File: src/rtl/pe_rf_pkg.sv
// Shared types and constants for the PE register-file access controller.
`timescale 1ns/1ps
package pe_rf_pkg;

   localparam int REG_ADDR_W = 5;
   localparam int XLEN       = 32;

   // One-hot grant vector bit positions produced by the arbiter
   localparam int GNT_W       = 3;
   localparam int GNT_CORE_WR = 0;
   localparam int GNT_CORE_RD = 1;
   localparam int GNT_HOST    = 2;

   typedef enum logic [1:0] {IDLE, WRITE, READ} rf_state_e;

   typedef enum logic [1:0] {REQ_NONE, REQ_CORE_WR, REQ_CORE_RD, REQ_HOST} req_e;

   // Collapse the one-hot grant into a requester code
   function automatic req_e gnt_to_req(input logic [GNT_W-1:0] gnt);
      if (gnt[GNT_HOST])
         return REQ_HOST;
      else if (gnt[GNT_CORE_WR])
         return REQ_CORE_WR;
      else if (gnt[GNT_CORE_RD])
         return REQ_CORE_RD;
      else
         return REQ_NONE;
   endfunction

endpackage

File: src/rtl/rf_starve_arb.sv
// Fixed-priority arbiter (core write > core read > host) with a starvation
// counter that forces the host through after STARVE_LIMIT core grants.
`timescale 1ns/1ps
module rf_starve_arb
   import pe_rf_pkg::*;
#(
   parameter int STARVE_LIMIT = 4
) (
   input  logic             clk,
   input  logic             reset,
   input  logic             arb_en_i,
   input  logic             core_wr_valid_i,
   input  logic             core_rd_valid_i,
   input  logic             host_valid_i,
   output logic [GNT_W-1:0] grant_o
);

   localparam int CNT_W = 4;

   logic [CNT_W-1:0] starve_q, starve_d;
   logic             starved;

   // Priority selection; the host jumps the queue once it has waited long enough
   always_comb begin
      starved = (starve_q == CNT_W'(STARVE_LIMIT)) && host_valid_i;
      grant_o = '0;
      if (arb_en_i) begin
         if (starved)
            grant_o[GNT_HOST] = 1'b1;
         else if (core_wr_valid_i)
            grant_o[GNT_CORE_WR] = 1'b1;
         else if (core_rd_valid_i)
            grant_o[GNT_CORE_RD] = 1'b1;
         else if (host_valid_i)
            grant_o[GNT_HOST] = 1'b1;
      end
   end

   // Count core grants that overtake a waiting host; any host grant or idle host clears
   always_comb begin
      starve_d = starve_q;
      if (!host_valid_i || grant_o[GNT_HOST])
         starve_d = '0;
      else if ((grant_o[GNT_CORE_WR] || grant_o[GNT_CORE_RD]) &&
               (starve_q != CNT_W'(STARVE_LIMIT)))
         starve_d = starve_q + 1'b1;
   end

   // Starvation counter state
   always_ff @(posedge clk or posedge reset) begin
      if (reset)
         starve_q <= '0;
      else
         starve_q <= starve_d;
   end

endmodule

File: src/rtl/regfile_access_ctrl.sv
// Sequences core and host accesses to the 32x32 PE register file, one at a
// time: writes hold the write enable for WR_HOLD cycles, reads take one
// READ cycle and respond the cycle after.
`timescale 1ns/1ps
module regfile_access_ctrl
   import pe_rf_pkg::*;
#(
   parameter int WR_HOLD      = 2,
   parameter int STARVE_LIMIT = 4
) (
   input  logic                  clk,
   input  logic                  reset,
   input  logic                  core_wr_valid,
   output logic                  core_wr_ready,
   input  logic [REG_ADDR_W-1:0] core_wr_addr,
   input  logic [XLEN-1:0]       core_wr_data,
   input  logic                  core_rd_valid,
   output logic                  core_rd_ready,
   input  logic [REG_ADDR_W-1:0] core_rs1,
   input  logic [REG_ADDR_W-1:0] core_rs2,
   input  logic                  core_rd_two,
   output logic                  core_rsp_valid,
   output logic [XLEN-1:0]       core_rs1_data,
   output logic [XLEN-1:0]       core_rs2_data,
   input  logic                  host_valid,
   output logic                  host_ready,
   input  logic                  host_we,
   input  logic [REG_ADDR_W-1:0] host_addr,
   input  logic [XLEN-1:0]       host_wdata,
   output logic                  host_rsp_valid,
   output logic [XLEN-1:0]       host_rdata,
   output logic [REG_ADDR_W-1:0] rf_selRD,
   output logic [REG_ADDR_W-1:0] rf_selRS1,
   output logic [REG_ADDR_W-1:0] rf_selRS2,
   output logic                  rf_reg_select,
   output logic [XLEN-1:0]       rf_data_in,
   output logic                  rf_rdwrite,
   output logic                  rf_read_en,
   input  logic [XLEN-1:0]       rf_data_out1,
   input  logic [XLEN-1:0]       rf_data_out2
);

   localparam int HOLD_W = 3;

   rf_state_e             state_q;
   logic [HOLD_W-1:0]     hold_q;
   logic                  is_host_q;
   logic [REG_ADDR_W-1:0] rf_selRD_q, rf_selRS1_q, rf_selRS2_q;
   logic [XLEN-1:0]       rf_data_in_q;
   logic                  rf_rdwrite_q, rf_read_en_q, rf_reg_select_q;
   logic                  core_rsp_valid_q, host_rsp_valid_q;
   logic [XLEN-1:0]       core_rs1_data_q, core_rs2_data_q, host_rdata_q;

   logic [GNT_W-1:0]      grant;
   logic                  arb_en;
   req_e                  req;
   logic                  wr_req;
   logic [REG_ADDR_W-1:0] wr_addr, rd_rs1, rd_rs2;
   logic [XLEN-1:0]       wr_data;
   logic                  rd_two;

   // Arbitration only happens in IDLE and never while reset is held
   assign arb_en = (state_q == IDLE) && !reset;

   rf_starve_arb #(
      .STARVE_LIMIT (STARVE_LIMIT)
   ) u_arb (
      .clk             (clk),
      .reset           (reset),
      .arb_en_i        (arb_en),
      .core_wr_valid_i (core_wr_valid),
      .core_rd_valid_i (core_rd_valid),
      .host_valid_i    (host_valid),
      .grant_o         (grant)
   );

   assign core_wr_ready = grant[GNT_CORE_WR];
   assign core_rd_ready = grant[GNT_CORE_RD];
   assign host_ready    = grant[GNT_HOST];

   // Steer the winning requester's fields onto a common write/read request
   always_comb begin
      req     = gnt_to_req(grant);
      wr_req  = (req == REQ_CORE_WR) || ((req == REQ_HOST) && host_we);
      wr_addr = (req == REQ_HOST) ? host_addr  : core_wr_addr;
      wr_data = (req == REQ_HOST) ? host_wdata : core_wr_data;
      rd_rs1  = (req == REQ_HOST) ? host_addr  : core_rs1;
      rd_rs2  = (req == REQ_HOST) ? '0         : core_rs2;
      rd_two  = (req == REQ_HOST) ? 1'b0       : core_rd_two;
   end

   // Access FSM with all register-file and response outputs registered
   always_ff @(posedge clk or posedge reset) begin
      if (reset) begin
         state_q          <= IDLE;
         hold_q           <= '0;
         is_host_q        <= 1'b0;
         rf_selRD_q       <= '0;
         rf_selRS1_q      <= '0;
         rf_selRS2_q      <= '0;
         rf_data_in_q     <= '0;
         rf_rdwrite_q     <= 1'b0;
         rf_read_en_q     <= 1'b0;
         rf_reg_select_q  <= 1'b0;
         core_rsp_valid_q <= 1'b0;
         host_rsp_valid_q <= 1'b0;
         core_rs1_data_q  <= '0;
         core_rs2_data_q  <= '0;
         host_rdata_q     <= '0;
      end else begin
         core_rsp_valid_q <= 1'b0;
         host_rsp_valid_q <= 1'b0;
         case (state_q)
            IDLE: begin
               if (req != REQ_NONE) begin
                  is_host_q <= (req == REQ_HOST);
                  if (wr_req) begin
                     if (wr_addr != '0) begin
                        state_q      <= WRITE;
                        rf_selRD_q   <= wr_addr;
                        rf_data_in_q <= wr_data;
                        rf_rdwrite_q <= 1'b1;
                        hold_q       <= HOLD_W'(WR_HOLD - 1);
                        // With a single hold cycle it is already the last one
                        if ((WR_HOLD == 1) && (req == REQ_HOST)) begin
                           host_rsp_valid_q <= 1'b1;
                           host_rdata_q     <= '0;
                        end
                     end else if (req == REQ_HOST) begin
                        // x0 is read-only: acknowledge without touching the file
                        host_rsp_valid_q <= 1'b1;
                        host_rdata_q     <= '0;
                     end
                  end else begin
                     state_q         <= READ;
                     rf_selRS1_q     <= rd_rs1;
                     rf_selRS2_q     <= rd_rs2;
                     rf_reg_select_q <= rd_two;
                     rf_read_en_q    <= 1'b1;
                  end
               end
            end
            WRITE: begin
               if (hold_q == '0) begin
                  state_q      <= IDLE;
                  rf_rdwrite_q <= 1'b0;
               end else begin
                  hold_q <= hold_q - 1'b1;
                  // Host write completion lines up with the final hold cycle
                  if ((hold_q == HOLD_W'(1)) && is_host_q) begin
                     host_rsp_valid_q <= 1'b1;
                     host_rdata_q     <= '0;
                  end
               end
            end
            READ: begin
               state_q         <= IDLE;
               rf_read_en_q    <= 1'b0;
               rf_reg_select_q <= 1'b0;
               if (is_host_q) begin
                  host_rsp_valid_q <= 1'b1;
                  host_rdata_q     <= (rf_selRS1_q == '0) ? '0 : rf_data_out1;
               end else begin
                  core_rsp_valid_q <= 1'b1;
                  core_rs1_data_q  <= (rf_selRS1_q == '0) ? '0 : rf_data_out1;
                  core_rs2_data_q  <= (rf_reg_select_q && (rf_selRS2_q != '0)) ?
                                      rf_data_out2 : '0;
               end
            end
            default: state_q <= IDLE;
         endcase
      end
   end

   assign rf_selRD       = rf_selRD_q;
   assign rf_selRS1      = rf_selRS1_q;
   assign rf_selRS2      = rf_selRS2_q;
   assign rf_reg_select  = rf_reg_select_q;
   assign rf_data_in     = rf_data_in_q;
   assign rf_rdwrite     = rf_rdwrite_q;
   assign rf_read_en     = rf_read_en_q;
   assign core_rsp_valid = core_rsp_valid_q;
   assign core_rs1_data  = core_rs1_data_q;
   assign core_rs2_data  = core_rs2_data_q;
   assign host_rsp_valid = host_rsp_valid_q;
   assign host_rdata     = host_rdata_q;

endmodule

File: config.mk
export PLATFORM = sky130hd
export DESIGN_NAME = regfile_access_ctrl
export DESIGN_NICKNAME = d
export VERILOG_FILES = /design/src/rtl/pe_rf_pkg.sv /design/src/rtl/rf_starve_arb.sv /design/src/rtl/regfile_access_ctrl.sv
export SDC_FILE = /design/constraint.sdc
export NUM_CORES = 1
export LEC_CHECK = 0
export CAP_MARGIN = 20
export CORE_MARGIN = 2
export CORE_UTILIZATION = 43
export CTS_BUF_LIST = sky130_fd_sc_hd__clkbuf_2
export DETAILED_ROUTE_END_ITERATION = 10
export GPL_TIMING_DRIVEN = 0
export HOLD_SLACK_MARGIN = 0.12
export MAX_ROUTING_LAYER = met4
export PLACE_DENSITY = 0.83
export SLEW_MARGIN = 20
export SYNTH_ARGS = -nofsm -noshare
export SYNTH_HDL_FRONTEND = slang
export SYNTH_SLANG_ARGS = --single-unit
File: constraint.sdc
create_clock -name clk -period 7.45 [get_ports clk]
set_clock_uncertainty 0.2 [all_clocks]
set_input_delay 1.49 -clock clk [delete_from_list [all_inputs] [get_ports clk]]
set_output_delay 1.49 -clock clk [all_outputs]
set_load 0.005 [all_outputs]
==> flow_summary.ini <==
[routing]
wl_per_cell_um = 17.1
drc = 0
routed_via_density = 5.20
drt_iter0_markers = 385
drt-total-wl_um = 20600
antenna_left = 0
vias = 6287
firstDrtPassIters = 5

[floorplanning]
ios = 306
die_w_um = 128
die_y_um = 128
initial_utilization_pct = 43.8
dieArea_mm2 = 0.0164
coreArea_mm2 = 0.0151
num_rows = 45

[layout]
area_growth_syn_to_layout_pct = 53.0
nets = 1168
nFillCells = 1233
final_area_mm2 = 0.0101
drive_gt1_share_pct = 5.19

[sta]
finalSetupViolCount = 0
rsz0062_at_grt = false
max-slew-margin-rel_pct = 56.7
timing.fmax_mhz = 170
min_period_over_period_pct = 79.2
tightest_slew_ns = 0.650
slew_violations = 0
hold_viol = 0
fin_crit_ns = 5.90

[grt]
overflow = 0
grt_use_total_pct = 26.2
grt_pass1_wl_um = 32200
grt_pass1_vias = 6100
grt_max_degree = 87
antenna_found_initial = 1

[worst_hold_path]
hp-start = rf_read_en$_DFFE_PP0P_
min_path_type = reg2reg
holdPathStages = 1
hold_end = rf_read_en$_DFFE_PP0P_

[clock_network]
cts-root-buf = clkbuf_2
ctsResizeCount = 0
numCtsBuffers = 17
clockBufferDepth = 2
clock_sinks = 158
clock_tree.htree_level_count = 4
path_clk_slew_ns = 0.23
ctsHoldBuffers = 0
clk_latency_ns = 0.71
cts_setup_buffers = 0
cts_tree = yes

[worst_setup_path]
path_cells = clkdlybuf4s50_1 > nor3_2 > nand2_1 > nor3_1 > clkbuf_1 > clkdlybuf4s50_1
critPathKind = in2out
crit_fanout = 10
critPathRequiredTime_ns = 5.76
start_kind = input port
r2r-start = u_arb.starve_q[0]$_DFFE_PP0P_
worstSetupEndpointType = output pin
crit_path_start = reset
critPathArrivalTime_ns = 4.21
r2r_setup_slack_ns = 4.67
r2r-end = rf_data_in[13]$_DFFE_PP0P_
cpMostUsedCell = clkdlybuf4s50_1
slowest_delay_ns = 0.64
critPathSlowestCell = clkdlybuf4s50_1
ff2ff_path_depth = 9

[yosys]
synth_enable_flop_cells = 0
async_reset_ff_share_pct = 100
synth_seq_cells = 158
syn_area_per_cell_um2 = 9.70
yosysTopAreaCell = dfrtp_1
synthDistinctLibCells = 46
yosysWarnings = 0
synth_top_area_share_pct = 59.6
ys.flop_type = dfrtp_1
yosysSeqAreaShare_pct = 59.6
synth_most_common_cell = nand2_1
ys_top_cells_by_count = 212 x nand2_1, 158 x dfrtp_1, 67 x o21ai_0
syn_inst = 684
syn_area_mm2 = 0.00663
synthTopCellsByArea = dfrtp_1 60%, nand2_1 12%, a22o_1 5.1%, o21ai_0 5.1%, a31oi_1 3.4%
syn-num-nets = 844

[flow_run]
max_cap_viol_count = 0

[power_and_ir_drop]
p_leak_nw = 4.34
p_per_area_mw_per_mm2 = 296
ir_worst_vdd_v = 0.000139
p_total_mw = 3.01

[place]
place_area_mm2 = 0.00995
dp_hpwl_um = 15900
port_buffers = 304
place.gp.congestion = 0.859

[status]
status = complete, no violations
cell families after synthesis:
| family | Yosys count | share of synthesized area (%) |
|---|---|---|
| AO/OA/AOI/OAI | 167 | 16.8 |
| AND/OR/NAND/NOR | 284 | 17.3 |
| XOR/XNOR | 3 | 0.396 |
| flip-flops | 158 | 59.6 |
| multiplexers | 5 | 0.773 |
| adder cells (fa/ha/maj) | 5 | 0.943 |
| buffers and inverters | 62 | 4.21 |
area by class of cell:
type	count	area, um^2	area share (%)
flip-flops and latches	158	3950	39.0
inverters	17	71.3	0.703
repair buffers	305	3070	30.3
diodes	1	2.50	0.0247
plain buffers	45	215	2.12
multi-input cells	464	2400	23.7
well taps	188	235	2.32
clock buffers	17	85.1	0.838
clock inverters	15	115	1.13
critical path: cells and delay by family:
kind	cells	cell delay [ns]
AND/OR/NAND/NOR	3	0.93
buffers and inverters	3	1.77
cells in the final DEF (no fill, tap or decap), types with 5 or more instances in the layout:
cell               n
clkbuf_2          17
a22o_1            39
ha_1               5
clkdlybuf4s50_1  304
dfrtp_1          158
nand2_1          212
inv_1             16
a31oi_1           36
o211ai_1           5
nor3_1             7
nor2_1            47
clkbuf_1          29
buf_2             10
o21ai_0           67
clkinv_4           5
report_power, final:
group	internal (mW)	switching, mW
Combinational	0.762	0.494
Sequential	1.15	0.179
Clock	0.0905	0.327
Total	2.01	1.00
how the worst max path moves through the flow:
stage,endpoint
after floorplan,core_rs1_data[0]$_DFFE_PP0P_
after global placement,core_rs2_data[4]$_DFFE_PP0P_
after detailed placement,core_rd_ready
after CTS,core_rd_ready
after global routing,core_rd_ready
final,core_rd_ready
layer usage:
layer | track usage, % | vias up | part of all wire (%)
met2 | 44.0 | 295 | 51
met3 | 6.59 | 37 | 7.4
met4 | 9.31 | 0 | 2.4
met1 | 30.7 | 2967 | 39
met5 | - | - | 0
li1 | - | 2988 | -
per-stage QoR:
step           cells  setup TNS, ns  util [%]  hold WS [ns]  setup WS [ns]
6_report        1210              0      67.0         0.311           1.55
2_1_floorplan    684              0         -         0.273           1.50
5_1_grt         1210              0      67.0         0.331           1.35
3_5_place_dp    1177              0      65.7         0.269           1.53
4_1_cts         1209              0      67.0         0.316           1.51
3_3_place_gp    1176        -123.14      65.4         0.260         -0.788
flip-flops by register name (all words and copies together), names as in the netlist:
name and count:
hold_q 3, u_arb.starve_q 4, host_rsp_valid 1, rf_read_en 1, rf_data_in 32, core_rsp_valid 1, is_host_q 1, core_rs2_data 32
core_rs1_data 32, rf_selRD 5, rf_rdwrite 1, rf_reg_select 1, rf_selRS2 5, rf_selRS1 5, state_q 2, host_rdata 32
(Power assumes the default switching activity.)
